## src/rtl/gfx_decode.sv

```systemverilog
// rtl/gfx_decode.sv - shader instruction decode stage with two-entry skid buffer (strict checks: GFX_DECODE_STRICT_EN)
module gfx_decode #(
  parameter int PC_WIDTH = 32
) (
  input  logic                clk,
  input  logic                rst,
  input  logic                flush,
  input  logic                in_valid,
  output logic                in_ready,
  input  logic [31:0]         in_insn,
  input  logic [PC_WIDTH-1:0] in_pc,
  output logic                out_valid,
  input  logic                out_ready,
  output logic [PC_WIDTH-1:0] out_pc,
  output logic [1:0]          out_class,
  output logic [4:0]          out_op,
  output logic                out_load,
  output logic [3:0]          out_rd,
  output logic [3:0]          out_ra,
  output logic [3:0]          out_rb,
  output logic                out_rd_vec,
  output logic                out_ra_vec,
  output logic                out_rb_vec,
  output logic                out_b_imm,
  output logic                out_b_const,
  output logic [31:0]         out_imm,
  output logic                out_illegal
);

  typedef struct packed {
    logic [PC_WIDTH-1:0] pc;
    logic [1:0]          cls;
    logic [4:0]          op;
    logic                load;
    logic [3:0]          rd;
    logic [3:0]          ra;
    logic [3:0]          rb;
    logic                rd_vec;
    logic                ra_vec;
    logic                rb_vec;
    logic                b_imm;
    logic                b_const;
    logic [31:0]         imm;
    logic                illegal;
  } dec_t;

  // Raw fields
  logic [1:0] f_cls;
  logic [4:0] f_op;
  logic       f_rev;
  logic       f_bimm;
  logic       f_consts;
  logic [1:0] f_mode;
  logic       rd_file_v;
  logic       ra_file_v;
  logic       rb_file_v;
  logic [3:0] rd_n;
  logic [3:0] a_n;
  logic [3:0] b_n;
  logic       a_v;
  logic       b_v;
  logic       illegal;

  assign f_cls    = in_insn[1:0];
  assign f_op     = in_insn[6:2];
  assign f_rev    = in_insn[7];
  assign f_bimm   = in_insn[29];
  assign f_consts = in_insn[28];
  assign f_mode   = in_insn[31:30];

  // reg_mode 0 SVS, 1 SSS, 2 VVS, 3 VVV
  assign rd_file_v = f_mode[1];
  assign ra_file_v = (f_mode != 2'd1);
  assign rb_file_v = (f_mode == 2'd3);

  // VGPR numbers lose their reserved bit 3; an immediate B occupies no register
  assign rd_n = rd_file_v ? {1'b0, in_insn[10:8]} : in_insn[11:8];
  assign a_n  = ra_file_v ? {1'b0, in_insn[14:12]} : in_insn[15:12];
  assign a_v  = ra_file_v;
  assign b_n  = f_bimm ? 4'd0 : (rb_file_v ? {1'b0, in_insn[18:16]} : in_insn[19:16]);
  assign b_v  = !f_bimm && rb_file_v;

`ifdef GFX_DECODE_STRICT_EN
  logic op_bad;
  assign op_bad  = (f_op == 5'd4) || (f_op == 5'd6) || (f_op == 5'd8) || (f_op >= 5'd10);
  assign illegal = ((f_cls == 2'd0) && op_bad)
                || ((f_cls == 2'd1) && (in_insn[6:3] != 4'd0))
                || (!f_bimm && (in_insn[27:20] != 8'd0))
                || (!f_bimm && f_consts && rb_file_v)
                || (rd_file_v && in_insn[11])
                || (ra_file_v && in_insn[15])
                || (!f_bimm && rb_file_v && in_insn[19]);
`else
  logic unused_reserved;
  assign unused_reserved = ^in_insn[27:20];
  assign illegal = 1'b0;
`endif

  dec_t dec;
  dec_t main_q;
  dec_t skid_q;
  logic main_valid;
  logic skid_valid;
  logic accept;
  logic drain;

  // Assemble the decoded record, applying the A/B swap last
  always_comb begin
    dec         = '0;
    dec.pc      = in_pc;
    dec.cls     = f_cls;
    dec.op      = f_op;
    dec.load    = (f_cls == 2'd1) ? in_insn[2] : 1'b0;
    dec.rd      = rd_n;
    dec.rd_vec  = rd_file_v;
    dec.ra      = f_rev ? b_n : a_n;
    dec.ra_vec  = f_rev ? b_v : a_v;
    dec.rb      = f_rev ? a_n : b_n;
    dec.rb_vec  = f_rev ? a_v : b_v;
    dec.b_imm   = f_bimm;
    dec.b_const = !f_bimm && f_consts;
    dec.imm     = {{19{in_insn[28]}}, in_insn[28:16]};
    dec.illegal = illegal;
  end

  assign accept   = in_valid && in_ready;
  assign drain    = main_valid && out_ready;
  assign in_ready = !skid_valid;

  // Main/skid buffer: skid refills main first, otherwise new words go to main when it frees up
  always_ff @(posedge clk) begin
    if (rst) begin
      main_valid <= 1'b0;
      skid_valid <= 1'b0;
      main_q     <= '0;
      skid_q     <= '0;
    end else if (flush) begin
      main_valid <= 1'b0;
      skid_valid <= 1'b0;
    end else if (!main_valid || drain) begin
      if (skid_valid) begin
        main_q     <= skid_q;
        main_valid <= 1'b1;
        skid_valid <= 1'b0;
      end else if (accept) begin
        main_q     <= dec;
        main_valid <= 1'b1;
      end else begin
        main_valid <= 1'b0;
      end
    end else if (accept) begin
      skid_q     <= dec;
      skid_valid <= 1'b1;
    end
  end

  assign out_valid   = main_valid;
  assign out_pc      = main_q.pc;
  assign out_class   = main_q.cls;
  assign out_op      = main_q.op;
  assign out_load    = main_q.load;
  assign out_rd      = main_q.rd;
  assign out_ra      = main_q.ra;
  assign out_rb      = main_q.rb;
  assign out_rd_vec  = main_q.rd_vec;
  assign out_ra_vec  = main_q.ra_vec;
  assign out_rb_vec  = main_q.rb_vec;
  assign out_b_imm   = main_q.b_imm;
  assign out_b_const = main_q.b_const;
  assign out_imm     = main_q.imm;
  assign out_illegal = main_q.illegal;

endmodule

```

## config.mk

```make
export PLATFORM = sky130hd
export DESIGN_NAME = gfx_decode
export DESIGN_NICKNAME = d
export VERILOG_FILES = /design/src/rtl/gfx_decode.sv
export SDC_FILE = /design/constraint.sdc
export NUM_CORES = 1
export LEC_CHECK = 0
export CORE_ASPECT_RATIO = 1.5
export CORE_MARGIN = 2
export CORE_UTILIZATION = 43
export CTS_CLUSTER_SIZE = 30
export DETAILED_ROUTE_END_ITERATION = 7
export PLACE_DENSITY = 0.76
export SETUP_SLACK_MARGIN = 0.3
export SLEW_MARGIN = 10
export SYNTH_ARGS = -nofsm -noshare
export SYNTH_HDL_FRONTEND = slang
export SYNTH_SLANG_ARGS = --single-unit
```

## constraint.sdc

```tcl
create_clock -name clk -period 1.4 [get_ports clk]
set_input_delay 0.21 -clock clk [delete_from_list [all_inputs] [get_ports clk]]
set_output_delay 0.21 -clock clk [all_outputs]
set_load 0.02 [all_outputs]
```

==> flow_summary.toml <==
[synth]
ys_warn_count = 0
syn-instance-count = 676
ys_ff_latch = 142
synth_top_area_frac = 0.484
synth.avg_cell_area_sq_um = 8.69
synth_top_area_cell = "dfxtp_1"
seq_area_frac_synth = 0.484
ys_types = 30
synth.area.top_cells = "dfxtp_1 (48%), mux2i_1 (11%), a211oi_1 (8.6%)"
synth_fp_nets = 745
synth_area_sq_um = 5880

[power]
p_leak_nw = 4.17
power.total_mw = 11.2
power.density_nw_per_um2 = 1060
ir_drop_v = 0.000865

[setup_path]
cp.arrival_ns = 1.94
required_ns = 1.74
worstSetupEndpointType = "flip-flop"
cp_max_fo = 6
setup.worst_path.class = "flip-flop to flip-flop"
crit_path_start_kind = "flip-flop"

[placed_design]
dp_hpwl_um = 11000
portBuffers = 159
placed_area_sq_um = 7940
dpl_worst_slack_ns = -0.567
dp.cells = 965
gp_congestion = 0.809

[detailed_routing]
ant_nets = 0
drtPass1Iterations = 4
wirelength_um = 21500
drt-vias-per-instance = 5.51
via_count = 5829
drtIter0Drc = 272
route.detailed.drc = 0
post_drt_wl_per_cell_um = 20.4

[cells_and_area]
final_area_sq_um = 10600
antenna-diode-count = 0
multi_input_area_sq_um = 3570
regArea_sq_um = 2940
area_growth_pct = 80.3
layout.cells.most_common = "buf_6"
drive_gt1_frac = 0.547
final_cell_mix = "buf_6 (107), nand2_1 (77), dfxtp_1 (70)"
nFillCells = 770
finalNonFillerCells = 1058
layout.nets = 952

[global_route]
grt_max_degree = 58
gr-usage-all-layers = 0.237
grt_pass1_wl_um = 27800
overflow = 0
antenna_found_initial = 0
first_global_vias = 5699

[sta]
fin_crit_sh = 1.14
setup_ws_ns = -0.199
finalHoldViolCount = 0
clock.fmax_mhz = 625
maxSlewViolCount = 0
setup_viol = 121
fin_skew_ns = 0.0120
holdWs_ns = 0.297
rsz0062_at_grt = "yes"
fin_crit_ns = 1.60

[floorplanning]
die-area_sq_um = 14600
io_pins = 161
fp.dieH_um = 147
start_util = 0.438
chipWidth_um = 99.5
rows = 52
coreArea_sq_um = 13400

[clock_network]
clkSinkCount = 142
clk_pin_slew_worst_paths_ns = 0.06
cts_made_buffers = 17
cts_tree = "yes"
cts_htree_levels = 4
clock_path_buffers = 2
insertion_delay_ns = 0.42
ctsRootBufferMaster = "clkbuf_16"

[run]
maxCapViolCount = 0

[status]
failed_checks = "setup timing"
outcome = "finished, violations left"

[min_path]
hp-class = "input pin to flip-flop"
## repair_timing
item	in CTS	in global routing
hold buffers	0	0
setup buffers	16	25
endpoints found under the setup margin	231	216
gates resized for setup	651	215
pin swaps	35	111
gates cloned	8	12
## where the power goes
part	internal, mW	total, mW	leakage (nW)	switching [mW]
sequential	4.22	4.34	1.18	0.122
combinational	0.983	1.93	2.67	0.951
clock	3.15	4.97	0.309	1.82
## flip-flops by register name, indices dropped and copies added, names as in the netlist, 2 cells and up
register   flops
out_imm       13
skid_q        70
out_op         5
out_rb         4
out_pc        32
out_ra         4
out_rd         4
out_class      2
## layer usage
layer  vias to the layer above  global-route usage  routed length, um
met5                         -                   0                  0
met4                         0               0.111                660
met3                        44              0.0504                959
met2                       184               0.426              11800
met1                      2864               0.263               8100
li1                       2737                   -                  -
## cell type report
type / instances / area share
Clock buffer: 20 / 0.0442
Clock inverter: 12 / 0.0170
Inverter: 3 / 0.00153
Multi-Input combinational cell: 455 / 0.337
Sequential cell: 142 / 0.277
Tap cell: 162 / 0.0191
Timing Repair Buffer: 264 / 0.304
## critical path: stages, from the launching register on
cell and delay, ns:
dfxtp_4 0.34, nor2b_4 0.15, buf_6 0.13, and3_4 0.25, buf_12 0.15, buf_6 0.10
clkbuf_16 0.15, nand2_1 0.08, a21oi_1 0.16
## cells in the mapped netlist
cell / number
nor2b_4: 1
nor2_2: 1
nor3_4: 1
and3_1: 2
inv_1: 3
or3_1: 2
conb_1: 1
a211o_1: 6
nand3_1: 2
buf_2: 26
a211oi_1: 67
buf_4: 23
nor2b_1: 4
dfxtp_1: 142
nor2_1: 79
o211ai_1: 2
nor4_1: 1
nand2_1: 131
nor3_1: 6
nor4bb_1: 1
and4b_1: 1
nand3b_1: 1
a21oi_1: 72
nor3b_1: 1
mux2i_1: 65
buf_6: 1
a41o_1: 2
clkbuf_1: 26
nand2b_1: 4
a211oi_2: 2
## cell families (layout without fill, tap and decap cells)
logic type,after synthesis,count (layout),share of synthesized area
other,1,1,0.000638
buffers and inverters,79,299,0.0720
flip-flops,142,142,0.484
AND/OR/NAND/NOR,238,238,0.167
AO/OA/AOI/OAI,151,151,0.166
multiplexers,65,65,0.111
## path summary, 6_finish.rpt
path	from	endpoint	slack (ns)	cells after the start
min	rst	skid_q[68]	0.30	3
min reg2reg	skid_q[61]	skid_q[61]	0.46	2
max	out_valid	skid_q[37]	-0.20	8
max reg2reg	out_valid	skid_q[37]	-0.20	8
## through the flow
stage          setup TNS [ns]   util
2_1_floorplan          -0.123      -
6_report                -8.73  0.791
3_3_place_gp           -52.73  0.592
3_5_place_dp           -58.39  0.592
5_1_grt                -15.40  0.791
4_1_cts                 -4.61  0.694
(Power assumes the default switching activity.)
